### src/rtl/dest_reg_scoreboard.sv
// rtl/dest_reg_scoreboard.sv - per-register in-flight write counters with RAW stall detection
module dest_reg_scoreboard #(
    parameter int CNT_W = 2
) (
    input  logic               clk,
    input  logic               reset,
    input  logic               issue_valid,
    input  logic [4:0]         issue_reg,
    output logic               issue_ready,
    input  logic               wb_valid,
    input  logic [4:0]         wb_reg,
    input  logic [4:0]         rs,
    input  logic [4:0]         rt,
    output logic               stall,
    output logic [31:0]        busy_vec,
    output logic [CNT_W+4:0]   inflight,
    output logic               wb_underflow
);
    localparam logic [CNT_W-1:0] CNT_ONE = CNT_W'(1);
    localparam logic [CNT_W-1:0] CNT_MAX = '1;
    localparam logic [CNT_W+4:0] INF_ONE = (CNT_W+5)'(1);

    logic [CNT_W-1:0] cnt_q [32];
    logic [CNT_W-1:0] cnt_d [32];
    logic [CNT_W+4:0] inflight_q, inflight_d;
    logic             wb_underflow_q, wb_underflow_d;

    logic issue_acc, wb_hit, wb_acc;

    assign issue_ready  = (issue_reg == 5'd0) || (cnt_q[issue_reg] != CNT_MAX);
    assign inflight     = inflight_q;
    assign wb_underflow = wb_underflow_q;

    // Stall looks only at registered counts: a same-cycle writeback is not bypassed.
    assign stall = ((rs != 5'd0) && (cnt_q[rs] != '0)) ||
                   ((rt != 5'd0) && (cnt_q[rt] != '0));

    always_comb begin
        busy_vec = '0;
        for (int i = 1; i < 32; i++) begin
            busy_vec[i] = (cnt_q[i] != '0);
        end
    end

    always_comb begin
        issue_acc = issue_valid && issue_ready && (issue_reg != 5'd0);
        wb_hit    = wb_valid && (wb_reg != 5'd0);
        wb_acc    = wb_hit && (cnt_q[wb_reg] != '0);

        cnt_d = cnt_q;
        for (int i = 1; i < 32; i++) begin
            if (issue_acc && (issue_reg == i[4:0]) && !(wb_acc && (wb_reg == i[4:0]))) begin
                cnt_d[i] = cnt_q[i] + CNT_ONE;
            end else if (wb_acc && (wb_reg == i[4:0]) && !(issue_acc && (issue_reg == i[4:0]))) begin
                cnt_d[i] = cnt_q[i] - CNT_ONE;
            end
        end

        inflight_d = inflight_q;
        case ({issue_acc, wb_acc})
            2'b10:   inflight_d = inflight_q + INF_ONE;
            2'b01:   inflight_d = inflight_q - INF_ONE;
            default: inflight_d = inflight_q;
        endcase

        wb_underflow_d = wb_underflow_q || (wb_hit && (cnt_q[wb_reg] == '0));
    end

    always_ff @(posedge clk or posedge reset) begin
        if (reset) begin
            for (int i = 0; i < 32; i++) begin
                cnt_q[i] <= '0;
            end
            inflight_q     <= '0;
            wb_underflow_q <= 1'b0;
        end else begin
            for (int i = 0; i < 32; i++) begin
                cnt_q[i] <= cnt_d[i];
            end
            inflight_q     <= inflight_d;
            wb_underflow_q <= wb_underflow_d;
        end
    end
endmodule

### config.mk
export PLATFORM = sky130hd
export DESIGN_NAME = dest_reg_scoreboard
export DESIGN_NICKNAME = d
export VERILOG_FILES = /design/src/rtl/dest_reg_scoreboard.sv
export SDC_FILE = /design/constraint.sdc
export NUM_CORES = 1
export LEC_CHECK = 0
export BUFFER_PORTS_ARGS = -buffer_cell sky130_fd_sc_hd__buf_4
export CAP_MARGIN = 0
export CORE_MARGIN = 3
export CORE_UTILIZATION = 45
export DETAILED_ROUTE_END_ITERATION = 8
export GPL_TIMING_DRIVEN = 0
export HOLD_SLACK_MARGIN = 0.08
export SLEW_MARGIN = 20
export SYNTH_ARGS = -nofsm -noshare
export SYNTH_HDL_FRONTEND = slang
export SYNTH_SLANG_ARGS = --single-unit
### constraint.sdc
create_clock -name clk -period 9.6 [get_ports clk]
set_clock_uncertainty 0.05 [all_clocks]
set_input_delay 1.92 -clock clk [delete_from_list [all_inputs] [get_ports clk]]
set_output_delay 1.92 -clock clk [all_outputs]
set_load 0.01 [all_outputs]
Word level (Yosys, flattened, before mapping)
Index checks and enable logic that the tools add are counted.
{"block": "word_totals", "reg_bits": 70, "inputBits": 24, "out_inout_bits": 42, "wordCells": 513}
{"block": "op_classes", "addsub": 64, "magnitude_cmp": 4, "eq_ne": 65, "muxes": 75, "bitwise_logic": 4, "reduce_logical": 268}
{"op": "5-bit equality test, second input constant", "count": 32}
{"op": "2-bit 2-to-1 mux", "count": 70}
{"op": "2-bit nonzero test", "count": 66}
{"op": "1-bit logical AND", "count": 131}
{"op": "5-bit by 4-bit equality test with 1-bit output, second input constant", "count": 16}
{"op": "2-bit by 1-bit adder with 2-bit output, second input constant", "count": 31}
{"op": "1-bit zero test", "count": 62}
{"op": "2-bit by 1-bit subtractor with 2-bit output, second input constant", "count": 31}
{"op": "2-bit binary-select mux with 5-bit select", "count": 4}
{"op": "5-bit by 3-bit equality test with 1-bit output, second input constant", "count": 8}
{"op": "6-bit greater-or-equal comparator, second input constant", "count": 4}
{"op": "5-bit inverter with 6-bit output", "count": 4}
{"op": "5-bit by 2-bit equality test with 1-bit output, second input constant", "count": 4}
{"op": "5-bit nonzero test", "count": 4}
{"op": "7-bit one-hot mux with 2 select lines", "count": 1}
{"op": "5-bit by 1-bit equality test with 1-bit output, second input constant", "count": 2}
{"op": "7-bit by 1-bit adder with 7-bit output, second input constant", "count": 1}
{"op": "7-bit by 1-bit subtractor with 7-bit output, second input constant", "count": 1}
{"op": "5-bit zero test", "count": 1}
{"op": "1-bit logical OR", "count": 3}
{"op": "2-bit by 1-bit equality test with 1-bit output, second input constant", "count": 1}
{"op": "2-bit equality test, second input constant", "count": 1}
{"op": "2-bit zero test", "count": 1}
{"op": "2-bit inequality test, second input constant", "count": 1}

Longest topological paths before layout
{"block": "logic_depth", "depth_word": 13, "depth_mapped": 15}

Worst setup path before layout
Ideal clock, no wire load.
{"block": "synth_path", "path_type": "input to output", "startpoint": "input port rt[1]", "endpoint": "output port stall", "t_arrival_ps": 3409, "required_ps": 7630, "setup_slack_ps": 4221, "cell_stages": 6, "n_path_buf": 2, "cell_sequence": "clkbuf_1 clkbuf_1 a21oi_1 mux4_2 a221oi_1 o221ai_1"}
{"block": "synth_via", "elab_chain_cells": 7, "word_cells_on_any_way": 8, "classes_between": "mux: 3; bitwise: 1; reduce/logical: 4"}
{"item": "start, declared", "line_no": "13", "rtl": "input logic [4:0] rt,"}
{"item": "5-bit inverter with 6-bit output (not written as such)", "line_no": "36", "rtl": "((rt != 5'd0) && (cnt_q[rt] != '0));"}
{"item": "2-bit binary-select mux with 5-bit select", "line_no": "36"}
{"item": "2-bit 2-to-1 mux (not written as such) (2 in a row)", "line_no": "36"}
{"item": "2-bit nonzero test", "line_no": "36"}
{"item": "1-bit logical AND *", "line_no": "36"}
{"item": "1-bit logical OR *", "line_no": "35", "rtl": "assign stall = ((rs != 5'd0) && (cnt_q[rs] != '0)) ||"}
{"item": "end, declared", "line_no": "14", "rtl": "output logic stall,"}
Every way passes the cells marked *; elsewhere a longest branch is shown, timed or not. The select of a mux whose other input is x is not followed.

Worst setup path after layout
Ends and elaborated chain as after synthesis.

==> flow_summary.toml <==
[outcome]
outcome = "finished, final reports clean"

[clock_tree]
tritoncts = "yes"
cts_resized = 0
post_cts_buffers = 0
cts_sinks = 70
htree_levels = 3
cts_buffer_depth = 2
clk_latency_ns = 0.34
cts_root_buffer = "clkbuf_16"
cts_inserted_buffers = 9
ctsHoldBuffers = 0
cts.clk_slew.worst_paths_ns = 0.05

[sta]
final_hold_viol_count = 0
min_period_over_period_pct = 64.4
tns_ns = 0
worst_slew_pin_slew_ns = 0.757
maxSlewHeadroom_pct = 49.5
holdWs_ns = 0.420
rsz0062_at_grt = "no"
max_freq_mhz = 162
period_needed_ns = 6.19
setup_viol = 0
slew_viol_final = 0

[power_and_ir_drop]
peakVddDrop_mv = 0.153
total_power_uw = 1870
power.leakage_uw = 0.00291
power_density_nw_per_um2 = 277

[routing]
first_pass_iters = 7
vias = 4971
wirelength_um = 18000
drc = 0
routed_via_density = 5.93
dr.first_iter.drc_count = 584
ant_nets = 0
wl_per_cell_um = 21.5

[min_path]
hp-class = "reg -> reg"

[synth]
synth_seq_area_share_pct = 30.3
yosysUniqueCellTypes = 62
avgSynthCellArea_um2 = 9.75
synthArstFlopShare_pct = 100
synth_area_um2 = 5780
synthAdderAreaFrac_pct = 8.35
synth_nets = 655
synth_edf_count = 0
synthXorXnorAreaFrac_pct = 14.7
netlist_top_cells_area = "dfrtp_1, xor2_1, ha_1, mux4_2, xnor2_1"
synthSimpleGateAreaFrac_pct = 19.5
yosys_warnings = 0
synthFlopType = "dfrtp_1"
synth_cells = 593
synth-compound-area-share_pct = 11.1
ys_ff_latch = 70
yosysTopAreaCell = "dfrtp_1"
synth_top_family_by_area = "simple AND/OR/NAND/NOR gates"
synth_top_cell_area_share_pct = 30.3
synthMuxAreaShare_pct = 10.9

[worst_setup_path]
end_kind = "primary output"
path_buf_inv = 3
cp.required_ns = 7.63
critical_path_class = "in -> out"
cp.arrival_ns = 4.22
critPathLaunchType = "primary input"
path_max_fanout = 10
worstPathCellList = "clkbuf_1 > clkbuf_1 > a21oi_1 > mux4_2 > a221oi_1 > o221ai_1 > buf_4"
cp_slowest_cell = "mux4_2"
cp_top_family = "buffers and inverters"
crit_path_frequent_cell = "clkbuf_1"
cpPeakStageDelay_ns = 0.51

[placed_design]
dpl.hpwl_um = 13900
placedCellCount = 822
routabilityCongestion = 0.930
io_buffers = 60

[layout]
syn_to_final_growth_pct = 16.8
fill_cells = 1161
fin_util_pct = 55.1
diodes = 0
drive_gt1_share_pct = 20.4
nets = 727
fin_cells = 838

[run]
maxCapViolCount = 0

[global_routing]
grt_usage_pct = 25.8
grt_pass1_vias = 4959
overflow = 0
grt_max_degree = 56
grt_pass1_wl_um = 27900
grt_antenna_before_repair = 0

[floorplanning]
coreArea_um2 = 12300
dieArea_um2 = 14300
start_util_pct = 47.2
die_h_um = 119
rows = 40
io_pins = 66
die_w_um = 119
-- worst register-to-register path, cell delays in order, from the launching register on --
cell and delay, ns:
dfrtp_1 0.36, clkbuf_1 0.20, mux4_1 0.61, a22oi_1 0.26, o31a_1 0.24, o22ai_4 0.14
or2_1 0.29, ha_1 0.33, ha_1 0.32, a21o_1 0.17, a21oi_1 0.21, o21bai_1 0.13
a2111oi_0 0.36, nand3b_1 0.16
-- synth_stat cells, types with 15 or more instances --
master,number
dfrtp_1,70
xor2_1,64
nor2_1,58
ha_1,37
nor3_1,37
inv_1,33
xnor2_1,33
nand3_1,20
mux4_2,18
nand2_1,18
clkbuf_1,17
nor3_2,15
-- layout by cell type, fill, tap and decap left out, drive strengths merged, types with 3 or more instances in the layout --
cell	count
o21a	3
nand2b	7
or4	11
buf	77
xor2	64
and2	3
nor2b	11
inv	33
a21oi	14
clkbuf	33
nor2	58
or3	5
dfrtp	70
ha	37
nor3	52
a22oi	5
nand2	18
or2	14
o2111ai	6
o21ai	13
nand3	20
mux4	25
nand4	7
a31oi	4
xnor2	33
a221oi	7
a2111oi	5
-- flip-flops by register name, indices dropped and copies added (netlist names) --
register and flops:
wb_underflow 1, cnt_q 62, inflight 7
-- through the flow --
step,setup slack (ns),instance area (µm²)
after detailed placement,3.42,6470
after global routing,3.28,6760
after CTS,3.44,6760
after floorplan,4.22,5780
final,3.41,6760
after global placement,3.43,6440
-- final cells by class --
type	instances	area, µm²	area share [%]
clock buffer	16	282	4.17
sequential	70	1750	25.9
timing repair buffer	61	478	7.07
inverter	34	130	1.93
tap	168	210	3.11
multi-input combinational	456	3740	55.4
buffer	33	165	2.44
-- power breakdown --
part	total (µW)	internal [µW]	switching, µW
Combinational	915	448	466
Sequential	642	440	202
Clock	318	196	121
Total	1870	1090	789
-- path summary, 6_finish.rpt --
| kind | slack, ns | endpoint | cells past startpoint | start |
|---|---|---|---|---|
| max | 3.41 | stall | 7 | rt[1] |
| min | 0.42 | inflight[6] | 1 | inflight[6] |
| max reg2reg | 5.68 | inflight[5] | 13 | cnt_q[38] |
| min reg2reg | 0.42 | inflight[6] | 1 | inflight[6] |
| max in group asynchronous | 7.49 | cnt_q[0] | 3 | reset |
| min in group asynchronous | 1.46 | inflight[6] | 2 | reset |
-- metal layers --
metal / track usage [%] / part of all wire (%) / vias up / wire (µm)
li1: - / - / 2275 / -
met1: 34.8 / 43 / 2407 / 7700
met2: 39.6 / 45 / 237 / 8100
met3: 7.31 / 9.0 / 52 / 1620
met4: 9.74 / 3.1 / 0 / 561
met5: 0 / 0 / - / 0
-- logic make-up (layout without fill, tap and decap cells) --
kind of cell	count (synthesis)	after routing
adders and majority gates	38	38
buffers and inverters	67	144
xor gates and xnor gates	97	97
DFF	70	70
AOI/OAI and AO/OA	81	81
and+or+nand+nor	210	210
other	1	1
muxes	29	29
Power figures use the tool's default switching activity.
